$ cat src/rtl/dmem_arbiter.sv
// Two-port front end for the single data memory: core MEM stage and debug loader
// share it round-robin, one access at a time, with byte-lane steering.
module dmem_arbiter #(
    parameter int ADDR_W  = 32,
    parameter int MEM_LAT = 1
) (
    input  logic              clk,
    input  logic              rst,
    // Handshake: a port raises req with its fields and keeps req high until its
    // completion cycle (core_stall low for the core, dbg_ack for debug); the
    // fields are sampled once, at grant, and ignored afterwards.
    input  logic              core_req,
    input  logic              core_we,
    input  logic [ADDR_W-1:0] core_addr,
    input  logic [1:0]        core_size,
    input  logic [31:0]       core_wdata,
    output logic [31:0]       core_rdata,
    output logic              core_stall,
    input  logic              dbg_req,
    input  logic              dbg_we,
    input  logic [ADDR_W-1:0] dbg_addr,
    input  logic [1:0]        dbg_size,
    input  logic [31:0]       dbg_wdata,
    output logic [31:0]       dbg_rdata,
    output logic              dbg_ack,
    output logic              mem_en,
    output logic              mem_we,
    output logic [ADDR_W-1:0] mem_addr,
    output logic [3:0]        mem_be,
    output logic [31:0]       mem_wdata,
    input  logic [31:0]       mem_rdata,
    output logic              err_misaligned,
    output logic [1:0]        fsm_state
);

    typedef enum logic [1:0] {
        IDLE   = 2'd0,
        ACCESS = 2'd1,
        WAIT   = 2'd2,
        DONE   = 2'd3
    } state_t;

    localparam logic [2:0] CNT_INIT = 3'(MEM_LAT - 1);

    state_t            state, state_nx;
    logic [2:0]        cnt;
    logic              last_dbg;
    logic              grant_dbg;
    logic              buf_we;
    logic [ADDR_W-1:0] buf_addr;
    logic [1:0]        buf_size;
    logic [31:0]       buf_wdata;
    logic              buf_mis;

    logic              req_any;
    logic              sel_dbg;
    logic              sel_we;
    logic [ADDR_W-1:0] sel_addr;
    logic [1:0]        sel_size;
    logic [31:0]       sel_wdata;
    logic              sel_mis;
    logic [31:0]       rd_lane;

    function automatic logic [3:0] lane_be(input logic [1:0] size, input logic [1:0] a);
        case (size)
            2'b00:   lane_be = 4'b0001 << a;
            2'b01:   lane_be = 4'b0011 << a;
            default: lane_be = 4'b1111;
        endcase
    endfunction

    function automatic logic [31:0] lane_wdata(input logic [1:0] size, input logic [31:0] w);
        case (size)
            2'b00:   lane_wdata = {4{w[7:0]}};
            2'b01:   lane_wdata = {2{w[15:0]}};
            default: lane_wdata = w;
        endcase
    endfunction

    function automatic logic [31:0] lane_rdata(input logic [1:0] size, input logic [1:0] a,
                                               input logic [31:0] rd);
        logic [31:0] sh;
        sh = rd >> {a, 3'b000};
        case (size)
            2'b00:   lane_rdata = {24'd0, sh[7:0]};
            2'b01:   lane_rdata = {16'd0, sh[15:0]};
            default: lane_rdata = sh;
        endcase
    endfunction

    function automatic logic is_misaligned(input logic [1:0] size, input logic [1:0] a);
        case (size)
            2'b00:   is_misaligned = 1'b0;
            2'b01:   is_misaligned = a[0];
            default: is_misaligned = (a != 2'b00);
        endcase
    endfunction

    // Debug wins only when alone or when the core was served last.
    assign req_any   = core_req | dbg_req;
    assign sel_dbg   = dbg_req & (~core_req | ~last_dbg);
    assign sel_we    = sel_dbg ? dbg_we    : core_we;
    assign sel_addr  = sel_dbg ? dbg_addr  : core_addr;
    assign sel_size  = sel_dbg ? dbg_size  : core_size;
    assign sel_wdata = sel_dbg ? dbg_wdata : core_wdata;
    assign sel_mis   = is_misaligned(sel_size, sel_addr[1:0]);
    assign rd_lane   = lane_rdata(buf_size, buf_addr[1:0], mem_rdata);
    assign fsm_state = state;

    always_comb begin
        state_nx       = state;
        mem_en         = 1'b0;
        mem_we         = 1'b0;
        mem_addr       = '0;
        mem_be         = 4'b0000;
        mem_wdata      = 32'd0;
        dbg_ack        = 1'b0;
        err_misaligned = 1'b0;
        core_stall     = core_req;
        case (state)
            IDLE: begin
                if (req_any) state_nx = sel_mis ? DONE : ACCESS;
            end
            ACCESS: begin
                mem_en    = 1'b1;
                mem_we    = buf_we;
                mem_addr  = {buf_addr[ADDR_W-1:2], 2'b00};
                mem_be    = lane_be(buf_size, buf_addr[1:0]);
                mem_wdata = lane_wdata(buf_size, buf_wdata);
                state_nx  = WAIT;
            end
            WAIT: begin
                if (cnt == 3'd0) state_nx = DONE;
            end
            DONE: begin
                core_stall     = core_req & grant_dbg;
                dbg_ack        = grant_dbg;
                err_misaligned = buf_mis;
                state_nx       = IDLE;
            end
            default: state_nx = IDLE;
        endcase
    end

    always_ff @(posedge clk or negedge rst) begin
        if (!rst) begin
            state      <= IDLE;
            cnt        <= 3'd0;
            last_dbg   <= 1'b1;
            grant_dbg  <= 1'b0;
            buf_we     <= 1'b0;
            buf_addr   <= '0;
            buf_size   <= 2'b00;
            buf_wdata  <= 32'd0;
            buf_mis    <= 1'b0;
            core_rdata <= 32'd0;
            dbg_rdata  <= 32'd0;
        end else begin
            state <= state_nx;
            case (state)
                IDLE: begin
                    if (req_any) begin
                        grant_dbg <= sel_dbg;
                        buf_we    <= sel_we;
                        buf_addr  <= sel_addr;
                        buf_size  <= sel_size;
                        buf_wdata <= sel_wdata;
                        buf_mis   <= sel_mis;
                        // A misaligned access skips WAIT, so it settles arbitration here.
                        if (sel_mis) begin
                            last_dbg <= sel_dbg;
                            if (sel_dbg) dbg_rdata  <= 32'd0;
                            else         core_rdata <= 32'd0;
                        end
                    end
                end
                ACCESS: cnt <= CNT_INIT;
                WAIT: begin
                    if (cnt != 3'd0) begin
                        cnt <= cnt - 3'd1;
                    end else begin
                        if (grant_dbg) dbg_rdata  <= rd_lane;
                        else           core_rdata <= rd_lane;
                        last_dbg <= grant_dbg;
                    end
                end
                default: ;
            endcase
        end
    end

endmodule
$ cat config.mk
export PLATFORM = sky130hd
export DESIGN_NAME = dmem_arbiter
export DESIGN_NICKNAME = d
export VERILOG_FILES = /design/src/rtl/dmem_arbiter.sv
export SDC_FILE = /design/constraint.sdc
export NUM_CORES = 1
export LEC_CHECK = 0
export CAP_MARGIN = 20
export CORE_MARGIN = 2
export CORE_UTILIZATION = 30
export CTS_CLUSTER_DIAMETER = 80
export CTS_CLUSTER_SIZE = 28
export DETAILED_ROUTE_END_ITERATION = 10
export PLACE_DENSITY = 0.6
export SETUP_SLACK_MARGIN = 0.1
export SYNTH_ARGS = -nofsm -noshare
export SYNTH_HDL_FRONTEND = slang
export SYNTH_SLANG_ARGS = --single-unit
$ cat constraint.sdc
create_clock -name clk -period 2.96 [get_ports clk]
set_input_delay 0.888 -clock clk [delete_from_list [all_inputs] [get_ports clk]]
set_output_delay 0.888 -clock clk [all_outputs]
set_load 0.03 [all_outputs]
==> impl.org <==
** Timing
- At the pin with the least slew margin, the transition time is 0.802 ns.
- Layout Skew :: 0.00933 ns
- Smallest setup slack after layout :: approximately 0.24 ns
- Measured against its own limit, the worst slew margin works out to between 40% and 50%.
- Timing would allow up to 0.367 GHz.
- Setup repair after global routing left no endpoint under its margin.
- In the finished design, the share of the clock period the worst path needs comes to 92.0%.
- Setup violators final :: 0
- In the final timing run, aggregate negative setup slack is 0 ns.
- The max-slew violation count is 0.
- The number of hold-slack violations in the final timing report came to 0.
- Fin crit period :: 2.72 ns
- Worst-case hold slack :: between 0.4 and 0.5 ns

** Place
- Quantity of I/O buffers inserted on ports :: 306
- After legalization and detailed placement, the total HPWL measured 17.9 mm.
- At the end of routability-driven placement, the weighted congestion stood at about 0.81.
- OpenSTA, run right after detailed placement, puts the worst setup slack at -0.109 ns.
- Including well taps, the total number of placed cells is 1335.

** Worst setup path
- The number of buffers and inverters on the critical path is 2.
- Crit path launch :: buf_size[0]
- Data required time at the worst endpoint :: 2.07 ns
- The signal on the critical path passes through buf_4 -> mux2i_1 -> o21ai_0 -> and2_1 -> buf_4.
- Max FO, Critical Path :: 9
- CP Launch Type :: register
- The worst register-to-register path begins at fsm_state[0].
- CP max-delay cell :: sky130_fd_sc_hd__dfrtp_1
- The most numerous cell type found on the critical path is sky130_fd_sc_hd__buf_4.
- Worst path arrival time :: 1.83 ns
- Slowest stage delay, CP :: roughly 0.48 ns
- Cell family contributing the most delay on the critical path :: flip-flops
- The setup path with the least slack is of type reg -> out.
- Kind of end point of the critical path :: primary output

** Clocking
- The longest clock path from root to sink contains 2 buffers.
- The root buffer cell chosen for the clock tree is sky130_fd_sc_hd__clkbuf_16.
- The H-tree was split into 4 levels.
- After clock tree synthesis, the flow added hold-fix buffers numbering 0.
- After clock tree synthesis, the setup repair step added 0 buffers.
- The later pin in the worst-skew pair is clocked with a latency of 0.42 ns.
- Clock buffer count from CTS :: 17
- Number of sinks handled by clock tree synthesis :: 139
- TritonCTS clock tree :: built
- Worst-path clk slew :: roughly 0.060 ns

** Power and ir drop
- Internal power comes to ~6.5 mW.
- Clock power frac :: 19.0%
- Of the total power, combinational logic draws 53.9%.
- Net Sw Power :: slightly below 5 mW
- Sequential cells account for 27.1% of the total power.
- Power spread over the standard cell area amounts to between 900 and 1000 nW/um^2.
- Net switching is between 40% and 50% of the power.
- Leakage dissipation :: 5.50 nW
- VDD sags by at most 0.000470 V.

** Finish
- Net total in the final layout :: 1202
- Finished Layout Cells :: 1369
- Fraction of layout instances using a drive strength above 1 :: 20.2%
- Area growth from synthesis to layout :: 51.5%
- Count of antenna diodes in the layout :: 0

** Global routing
- Entering global routing, the biggest net connects 105 pins.
- Antenna violations before repair :: 2
- Tot GR Track Use :: about 18%
- The number of global-route vias before repair is 6393.
- First-pass GRT wire length :: 36.9 mm
- Global routing finished with a remaining overflow of 0.

** Yosys
- Yosys attributes the largest share of cell area to sky130_fd_sc_hd__dfrtp_1 (45%), sky130_fd_sc_hd__mux2i_1 (13%), sky130_fd_sc_hd__mux2_4 (9.6%).
- Post-synth top area cell :: sky130_fd_sc_hd__dfrtp_1
- Average instance area after synthesis :: 10.6 sq um
- Number of enable flip-flop cells after synthesis :: 0
- Post-synth top area share :: 44.9%
- Post-synthesis cell count :: 724
- Predominant post-synthesis flop cell :: sky130_fd_sc_hd__dfrtp_1
- In the synthesized netlist the async set-or-reset flop fraction comes to 100%.
- The mapped netlist covers slightly below 8000 sq um.
- Synthesized flop and latch total :: between 100 and 150
- Register area share after synthesis :: 45.2%
- After synthesis, the netlist uses 37 different library cells.
- Yosys printed 0 warnings.

** Run status
- Result of the run :: finished clean

** Routing
- The count of nets left with antenna violations once routing finished came out at 0.
- Before antenna repair, the detailed router went through 4 iterations.
- Summed over all layers, the routed wires come to 24.1 mm.
- After detailed routing, the number of vias per cell comes to 4.62.
- DRC viols :: 0
- Routed via count :: 6330
- Routed length per instance :: 17.6 um
- The first routing iteration left 317 violations.

** Floorplanning
- Die height :: 164 um
- For this design the top-level I/O count stands at 309.
- The floorplan has 58 rows.
- The floorplan step defined a die boundary enclosing 26900 sq um.
- The die is 164 um wide.
- For this configuration, the core starts out at a cell density of a little under a third.
- The core region is 25200 sq um.

** Job
- Max-cap check violation count :: 0

** Min path
- Type of the worst min-delay path :: in -> async
## power groups by stage
stage / Combinational [mW] / Clock (mW) / Sequential [mW]
after global placement: 6.20 / 0 / 3.11
after detailed placement: 6.26 / 0 / 3.13
after floorplan: 3.78 / 0 / 3.38
final: 6.16 / 2.17 / 3.10
after CTS: 6.19 / 2.22 / 3.11
after global routing: 6.69 / 2.31 / 3.20
## metal layers
layer / global-route usage [%] / up-vias / routed length [um]
met5: 0 / - / 16
met4: 4.39 / 2 / 308
li1: - / 3092 / -
met2: 29.2 / 247 / 11100
met3: 5.83 / 21 / 2000
met1: 23.0 / 2968 / 10600
## logic make-up after synthesis
family | after synthesis | share of synthesized area, %
AOI/OAI and AO/OA | 140 | 11.6
adders and majority gates | 6 | 0.976
buffers and inverters | 61 | 3.89
DFF | 139 | 45.2
muxes | 172 | 25.9
other | 1 | 0.0487
and+or+nand+nor | 205 | 12.3
## cell usage in the layout, fill, tap and decap left out, drive strengths merged, types with 2 or more instances in the layout
| cell | Yosys | layout |
|---|---|---|
| buf | 24 | 65 |
| o211a | 8 | 8 |
| mux2i | 100 | 100 |
| o21a | 4 | 4 |
| a21boi | 10 | 10 |
| clkinv | 0 | 3 |
| clkdlybuf4s15 | 0 | 9 |
| nand2b | 2 | 2 |
| o21ai | 92 | 92 |
| a21oi | 13 | 13 |
| nand2 | 99 | 99 |
| o2111ai | 2 | 2 |
| nor2b | 9 | 9 |
| nand3 | 4 | 4 |
| inv | 7 | 16 |
| ha | 6 | 6 |
| clkdlybuf4s50 | 0 | 233 |
| dfrtp | 138 | 138 |
| clkbuf | 30 | 43 |
| o31ai | 2 | 2 |
| nor2 | 35 | 35 |
| mux2 | 72 | 72 |
| a22o | 3 | 3 |
| and2 | 56 | 56 |
| dlygate4sd2 | 0 | 3 |
| conb | 1 | 2 |
## sequential cells by signal, summed over array words and instances (netlist names)
register	cells
buf_mis	1
buf_wdata	32
cnt	3
buf_size	2
last_dbg	1
buf_addr	32
buf_we	1
core_rdata	32
fsm_state	2
dbg_rdata	32
grant_dbg	1
## timing repair
| action | 4_1_cts | 5_1_grt |
|---|---|---|
| endpoints found under the setup margin | 35 | 38 |
| cloned | 0 | 1 |
| resized for setup | 60 | 43 |
## synthesized netlist by cell type, types with 3 or more instances
master and instances:
sky130_fd_sc_hd__buf_1 4, sky130_fd_sc_hd__a21boi_0 10, sky130_fd_sc_hd__clkbuf_1 30, sky130_fd_sc_hd__mux2_2 19, sky130_fd_sc_hd__buf_6 6, sky130_fd_sc_hd__ha_1 6, sky130_fd_sc_hd__o211a_1 8, sky130_fd_sc_hd__a21oi_1 13
sky130_fd_sc_hd__mux2_1 4, sky130_fd_sc_hd__nand2_1 99, sky130_fd_sc_hd__a22o_1 3, sky130_fd_sc_hd__mux2i_1 100, sky130_fd_sc_hd__mux2_4 49, sky130_fd_sc_hd__o21ai_0 92, sky130_fd_sc_hd__buf_2 11, sky130_fd_sc_hd__nand3_1 4
sky130_fd_sc_hd__nor2b_1 9, sky130_fd_sc_hd__buf_4 3, sky130_fd_sc_hd__o21a_1 4, sky130_fd_sc_hd__dfrtp_1 138, sky130_fd_sc_hd__nor2_1 35, sky130_fd_sc_hd__inv_1 7, sky130_fd_sc_hd__and2_1 56
## per-stage QoR
stage / utilization [%] / instance area (sq um) / total power, mW
final: 46.3 / 11700 / 11.4
after global routing: 46.3 / 11700 / 12.2
after CTS: 46.5 / 11700 / 11.5
after detailed placement: 44.2 / 11100 / 9.39
after global placement: 44.2 / 11100 / 9.31
after floorplan: - / 7700 / 7.16
## area by class of cell
| type | instances | area, sq um |
|---|---|---|
| multi-input combinational | 525 | 3950 |
| fill | 2440 | 13500 |
| tap | 330 | 413 |
| clock buffer | 18 | 439 |
| timing repair buffer | 336 | 3200 |
| inverter | 7 | 26.3 |
| sequential | 139 | 3480 |
| clock inverter | 14 | 150 |
## path summary, 6_finish.rpt
kind                                       to  slack (ns)  cells past startpoint
worst max register to register  core_rdata[6]        0.53                      7
max in group asynchronous       core_rdata[2]        1.83                      2
min in group clk                 buf_addr[15]        0.47                      2
worst min-delay path            core_rdata[8]        0.44                      1
worst max-delay path            mem_wdata[28]        0.24                      5
worst min register to register   buf_addr[15]        0.47                      2
Note: power is estimated with default switching activity, not from simulation.
